[config.mk]
export PLATFORM = sky130hd
export DESIGN_NAME = fib_sequencer_flat
export DESIGN_NICKNAME = d
export VERILOG_FILES = /design/src/rtl/fib_sequencer_if.sv /design/src/rtl/fib_sequencer.sv /design/src/flat_wrapper.sv
export SDC_FILE = /design/constraint.sdc
export NUM_CORES = 1
export LEC_CHECK = 0
export ABC_CLOCK_PERIOD_IN_PS = 3200
export BUFFER_PORTS_ARGS = -buffer_cell sky130_fd_sc_hd__buf_4
export CORE_MARGIN = 10
export CORE_UTILIZATION = 60
export CTS_BUF_LIST = sky130_fd_sc_hd__clkbuf_8
export DETAILED_ROUTE_END_ITERATION = 12
export PLACE_DENSITY = 0.89
export SYNTH_ARGS = -nofsm -noshare
export SYNTH_HDL_FRONTEND = slang
export SYNTH_SLANG_ARGS = --single-unit
[constraint.sdc]
create_clock -name clk -period 3.2 [get_ports clk]
set_clock_uncertainty 0.05 [all_clocks]
set_input_delay 0.64 -clock clk [delete_from_list [all_inputs] [get_ports clk]]
set_output_delay 0.64 -clock clk [all_outputs]
set_load 0.005 [all_outputs]
[src/rtl/fib_sequencer_if.sv]
// fib_sequencer_if: front-end handshake plus shared alu8 bus for fib_sequencer
// Front end: start, n (request); busy, done, fib_out, overflow (status/result).
// ALU bus: alu_left, alu_right, alu_status_in, alu_opcode (to alu8); alu_status_out, alu_result (from alu8).
// modport slave is the sequencer; modport master is its environment (front end + alu8).
interface fib_sequencer_if #(parameter int NBYTES = 2, parameter int NIDX_W = 6) ();
  logic start;
  logic [NIDX_W-1:0] n;
  logic busy;
  logic done;
  logic [8*NBYTES-1:0] fib_out;
  logic overflow;
  logic [7:0] alu_left;
  logic [7:0] alu_right;
  logic alu_status_in;
  logic [1:0] alu_opcode;
  logic alu_status_out;
  logic [7:0] alu_result;
  modport slave (
    input start, n, alu_status_out, alu_result,
    output busy, done, fib_out, overflow, alu_left, alu_right, alu_status_in, alu_opcode
  );
  modport master (
    output start, n, alu_status_out, alu_result,
    input busy, done, fib_out, overflow, alu_left, alu_right, alu_status_in, alu_opcode
  );
endinterface

[src/rtl/fib_sequencer.sv]
// fib_sequencer: computes Fib(n) by driving a shared 8-bit ALU one byte per cycle
// Ports: clk, rst_n (sync, active-low), bus (fib_sequencer_if.slave: start/n in,
//   busy/done/fib_out/overflow out, alu_* operands out, alu_result/alu_status_out in).
// Option: FIB_EARLY_ABORT_EN stops at the first overflowing iteration and saturates fib_out.
module fib_sequencer #(
  parameter int NBYTES = 2,
  parameter int NIDX_W = 6
) (
  input logic clk,
  input logic rst_n,
  fib_sequencer_if.slave bus
);
  localparam int W = 8 * NBYTES;
  localparam int KW = NBYTES > 1 ? $clog2(NBYTES) : 1;
  localparam logic [2:0] IDLE = 3'd0, INIT = 3'd1, ADD = 3'd2, UPD = 3'd3, DONE = 3'd4;
  logic [2:0] state_q, state_d;
  logic [W-1:0] a_q, a_d, b_q, b_d, t_q, t_d, fib_q, fib_d;
  logic [NIDX_W-1:0] cnt_q, cnt_d;
  logic [KW-1:0] k_q, k_d;
  logic c_q, c_d, ovf_q, ovf_d;
  logic last_k, ovf_set, abort;
  assign last_k = int'(k_q) == NBYTES - 1;
  // top-byte carry only counts as overflow when it is not the final iteration
  assign ovf_set = state_q == UPD && c_q && cnt_q != NIDX_W'(1);
`ifdef FIB_EARLY_ABORT_EN
  assign abort = ovf_set;
`else
  assign abort = 1'b0;
`endif
  assign bus.alu_left = state_q == ADD ? a_q[8*k_q +: 8] : 8'h00;
  assign bus.alu_right = state_q == ADD ? b_q[8*k_q +: 8] : 8'h00;
  assign bus.alu_status_in = state_q == ADD && k_q != '0 && c_q;
  assign bus.alu_opcode = 2'b00;
  assign bus.busy = state_q != IDLE;
  assign bus.done = state_q == DONE;
  assign bus.fib_out = fib_q;
  assign bus.overflow = ovf_q;
  always_comb begin
    state_d = state_q;
    a_d = a_q;
    b_d = b_q;
    t_d = t_q;
    fib_d = fib_q;
    cnt_d = cnt_q;
    k_d = k_q;
    c_d = c_q;
    ovf_d = ovf_q | ovf_set;
    case (state_q)
      IDLE: if (bus.start) begin
        cnt_d = bus.n;
        ovf_d = 1'b0;
        state_d = INIT;
      end
      INIT: begin
        a_d = '0;
        b_d = W'(1);
        k_d = '0;
        c_d = 1'b0;
        state_d = cnt_q == '0 ? DONE : ADD;
        fib_d = cnt_q == '0 ? '0 : fib_q;
      end
      ADD: begin
        t_d[8*k_q +: 8] = bus.alu_result;
        c_d = bus.alu_status_out;
        k_d = k_q + 1'b1;
        state_d = last_k ? UPD : ADD;
      end
      UPD: begin
        a_d = b_q;
        b_d = t_q;
        cnt_d = cnt_q - 1'b1;
        k_d = '0;
        state_d = (cnt_q == NIDX_W'(1) || abort) ? DONE : ADD;
        fib_d = abort ? '1 : (cnt_q == NIDX_W'(1) ? b_q : fib_q);
      end
      default: state_d = IDLE;
    endcase
  end
  always_ff @(posedge clk) begin
    if (!rst_n) begin
      state_q <= IDLE;
      a_q <= '0;
      b_q <= '0;
      t_q <= '0;
      fib_q <= '0;
      cnt_q <= '0;
      k_q <= '0;
      c_q <= 1'b0;
      ovf_q <= 1'b0;
    end else begin
      state_q <= state_d;
      a_q <= a_d;
      b_q <= b_d;
      t_q <= t_d;
      fib_q <= fib_d;
      cnt_q <= cnt_d;
      k_q <= k_d;
      c_q <= c_d;
      ovf_q <= ovf_d;
    end
  end
endmodule

[src/flat_wrapper.sv]
// flat-port wrapper written by rule: the top's interface ports become plain ports
module fib_sequencer_flat 
#(
  parameter int NBYTES = 2,
  parameter int NIDX_W = 6
)
  (clk, rst_n, bus_start, bus_n, bus_alu_status_out, bus_alu_result, bus_busy, bus_done, bus_fib_out, bus_overflow, bus_alu_left, bus_alu_right, bus_alu_status_in, bus_alu_opcode);
  fib_sequencer_if #(.NBYTES(NBYTES), .NIDX_W(NIDX_W)) bus_i ();
  input logic clk;
  input logic rst_n;
  input wire logic [$bits(bus_i.start)-1:0] bus_start;
  input wire logic [$bits(bus_i.n)-1:0] bus_n;
  input wire logic [$bits(bus_i.alu_status_out)-1:0] bus_alu_status_out;
  input wire logic [$bits(bus_i.alu_result)-1:0] bus_alu_result;
  output wire logic [$bits(bus_i.busy)-1:0] bus_busy;
  output wire logic [$bits(bus_i.done)-1:0] bus_done;
  output wire logic [$bits(bus_i.fib_out)-1:0] bus_fib_out;
  output wire logic [$bits(bus_i.overflow)-1:0] bus_overflow;
  output wire logic [$bits(bus_i.alu_left)-1:0] bus_alu_left;
  output wire logic [$bits(bus_i.alu_right)-1:0] bus_alu_right;
  output wire logic [$bits(bus_i.alu_status_in)-1:0] bus_alu_status_in;
  output wire logic [$bits(bus_i.alu_opcode)-1:0] bus_alu_opcode;
  assign bus_i.start = bus_start;
  assign bus_i.n = bus_n;
  assign bus_i.alu_status_out = bus_alu_status_out;
  assign bus_i.alu_result = bus_alu_result;
  assign bus_busy = bus_i.busy;
  assign bus_done = bus_i.done;
  assign bus_fib_out = bus_i.fib_out;
  assign bus_overflow = bus_i.overflow;
  assign bus_alu_left = bus_i.alu_left;
  assign bus_alu_right = bus_i.alu_right;
  assign bus_alu_status_in = bus_i.alu_status_in;
  assign bus_alu_opcode = bus_i.alu_opcode;
  fib_sequencer #(.NBYTES(NBYTES), .NIDX_W(NIDX_W)) u_core (.clk(clk), .rst_n(rst_n), .bus(bus_i));
endmodule
==> run summary <==
Skew-Pair Late Insertion Delay -> 0.35 ns
Synth area leaders -> dfxtp_1 (50%), a22o_1 (14%), mux2i_1 (6.0%)
CP startpoint -> u_core.state_q[1]
Hold Crit Start -> u_core.t_q[7]
Grt ovf -> 0
Port buffer count -> 53
Most common cell after layout, fill and taps aside -> dfxtp_1
VDD IR max -> 0.0003969 V
CP Data Required Time -> 2.51 ns
Gr busiest metal -> met2
Antenna diodes -> 0
Crit path max fanout -> 19
Final Util -> 0.7623
Core ar. -> 0.004817 sq mm
Worst R2R Start -> u_core.state_q[1]
Critical path type -> register to primary output
Post-synth EDFFs -> 0
Effective utilization at floorplan -> 0.6275
CTS resizes -> 0
Drt first pass iters -> 4
Routed WL -> 7.525 mm
Die width -> 90.98 um
Wire per inst -> 17.83 um
# setup viols final -> 0
Largest net degree at the start of global routing -> 33
Final HPWL from detailed placement -> 5.034 mm
Register bit count reported by yosys -> 76
Clock tree buffer depth -> 2
YS warnings -> 0
HP Class -> register to register
Worst Tran Pin Value -> 0.7123 ns
Nets -> 371
RSZ-0062 raised after global routing -> no
# H-tree levels -> 3
Site row count -> 25
Vias in the first global route -> 2475
Root buf cell -> clkbuf_8
Setup ws final -> 0.4902 ns
Met3 Usage GRT -> 0.04444
Register area share after synthesis -> 0.5033
Post-Place Worst Slack -> 0.8671 ns
Post-Synthesis Cells -> 307
Layout Cells excl Fill -> 422
F_max -> 369.0 MHz
Cell total after placement -> 406
Final Cell Area -> 0.003672 sq mm
Setup TNS -> 0 ns
TritonCTS Sinks -> 76
Initial antenna violation count -> 0
CTS tree -> built
P per Cell Area -> 578.4 mW/mm^2
Grt met2 use -> 0.3019
Placed inst area -> 0.003403 sq mm
Number of setup buffers added after CTS -> 0
# DRC -> 0
Synth Cell Area -> 0.003023 sq mm
Netlist cell types -> 43
Arr. time, crit path -> 2.02 ns
RePlAce Congestion -> 0.8552
Slew margin rel. -> 0.5252
Initial DRC count -> 195
Die height -> 90.98 um
Layout cells sized above 1 -> 0.2169
Main synth FF type -> dfxtp_1
Final min period -> 2.710 ns
Via density -> 5.912
Fin. Hold Viols -> 0
Worst-path clk slew -> 0.08 ns
Die area -> 0.008277 sq mm
Final ANT Viol Nets -> 0
Filler instances -> 339
Cts hold-fix bufs -> 0
Met1 Track Usage GR -> 0.2147
Asr flop ratio synth -> 0
Nature of the critical path endpoint -> primary output
Boundary Pins -> 56
Area delta synth->final -> 21.48%
Footprint of the multi-input gates -> 0.001350 sq mm
First-pass GRT wire length -> 12.55 mm
Reg area -> 0.001521 sq mm
Slew Viols, Final -> 0
Avg Cell Area, Syn -> 9.847 sq um
Synth top area share -> 0.5033
Setup crit start kind -> register
Dominant cell type by area after synthesis -> dfxtp_1
Leakage power -> 1.436 nW
Status -> complete, no violations
Final period util -> 0.8468
Commonest non-fill, non-tap cells in the layout -> dfxtp_1 (76), buf_4 (55), a22o_1 (48)
All-layer global routing usage -> 0.1821
Via Count -> 2495
Max-cap violations -> 0
CTS buffer count -> 9
## final cells by class
cell class	instances	area share
Timing Repair Buffer	56	0.1179
Inverter	4	0.004089
Clock inverter	7	0.03952
Clock buffer	9	0.03373
Multi-Input combinational cell	203	0.3676
Tap cell	67	0.02283
Sequential cell	76	0.4143
## flip-flops by register name, summed over array words and instances, names as in the netlist
signal               count
u_core.cnt_q             6
u_core.bus.fib_out      16
u_core.state_q           3
u_core.bus.overflow      1
u_core.c_q               1
u_core.b_q              16
u_core.k_q               1
u_core.t_q              16
u_core.a_q              16
## routing by layer
| layer | part of all wire | up-vias | routed length [um] |
|---|---|---|---|
| li1 | - | 1185 | - |
| met4 | 0.022 | 0 | 169 |
| met2 | 0.49 | 110 | 3710 |
| met3 | 0.067 | 18 | 501 |
| met1 | 0.42 | 1182 | 3143 |
| met5 | 0 | - | 0 |
## through the flow
step | hold WS [ns] | power (mW)
2_1_floorplan | 0.3850 | 1.124
3_3_place_gp | 0.3921 | 1.169
3_5_place_dp | 0.3969 | 1.175
4_1_cts | 0.4079 | 2.127
5_1_grt | 0.4402 | 2.199
6_report | 0.4072 | 2.124
## critical path: stages (launching register included)
cell and delay (ns):
dfxtp_1 0.58, or3b_1 0.71, nor2_1 0.24, buf_4 0.14
## report_power, final
part	total [mW]	internal (mW)	switching, mW
Combinational	0.164	0.0695	0.0949
Sequential	0.993	0.965	0.0281
Clock	0.967	0.602	0.365
Total	2.12	1.64	0.488
## worst paths after layout
path,slack (ns),to,depth (start not counted)
setup / recovery,0.49,bus_alu_left[7],3
hold reg to reg,0.41,u_core.t_q[7],2
setup reg to reg,1.08,u_core.t_q[13],4
hold / removal,0.41,u_core.t_q[7],2
## cells by family (layout without fill, tap and decap cells)
family,count (synthesis),after routing,synth area share
flip-flops,76,76,0.5033
adder cells (fa/ha/maj),3,3,0.01242
multiplexers,18,18,0.05960
buffers and inverters,29,76,0.05132
AO/OA/AOI/OAI,82,82,0.2202
other,1,2,0.001241
AND/OR/NAND/NOR,98,98,0.1519
## synth_stat cells (2+ instances only)
| cell | n |
|---|---|
| clkbuf_1 | 9 |
| buf_2 | 4 |
| a22o_1 | 48 |
| nor2_1 | 25 |
| a21boi_0 | 11 |
| nand2_1 | 45 |
| inv_1 | 4 |
| a21oi_1 | 4 |
| and2_1 | 3 |
| dfxtp_1 | 76 |
| nand3_1 | 4 |
| mux2i_1 | 18 |
| nor2_2 | 2 |
| buf_4 | 3 |
| buf_1 | 5 |
| ha_1 | 3 |
| nand2b_1 | 2 |
| a21boi_1 | 10 |
| o21ai_0 | 2 |
| nor4_1 | 3 |
| buf_6 | 4 |
No activity file was read; power rests on OpenSTA's default activity.
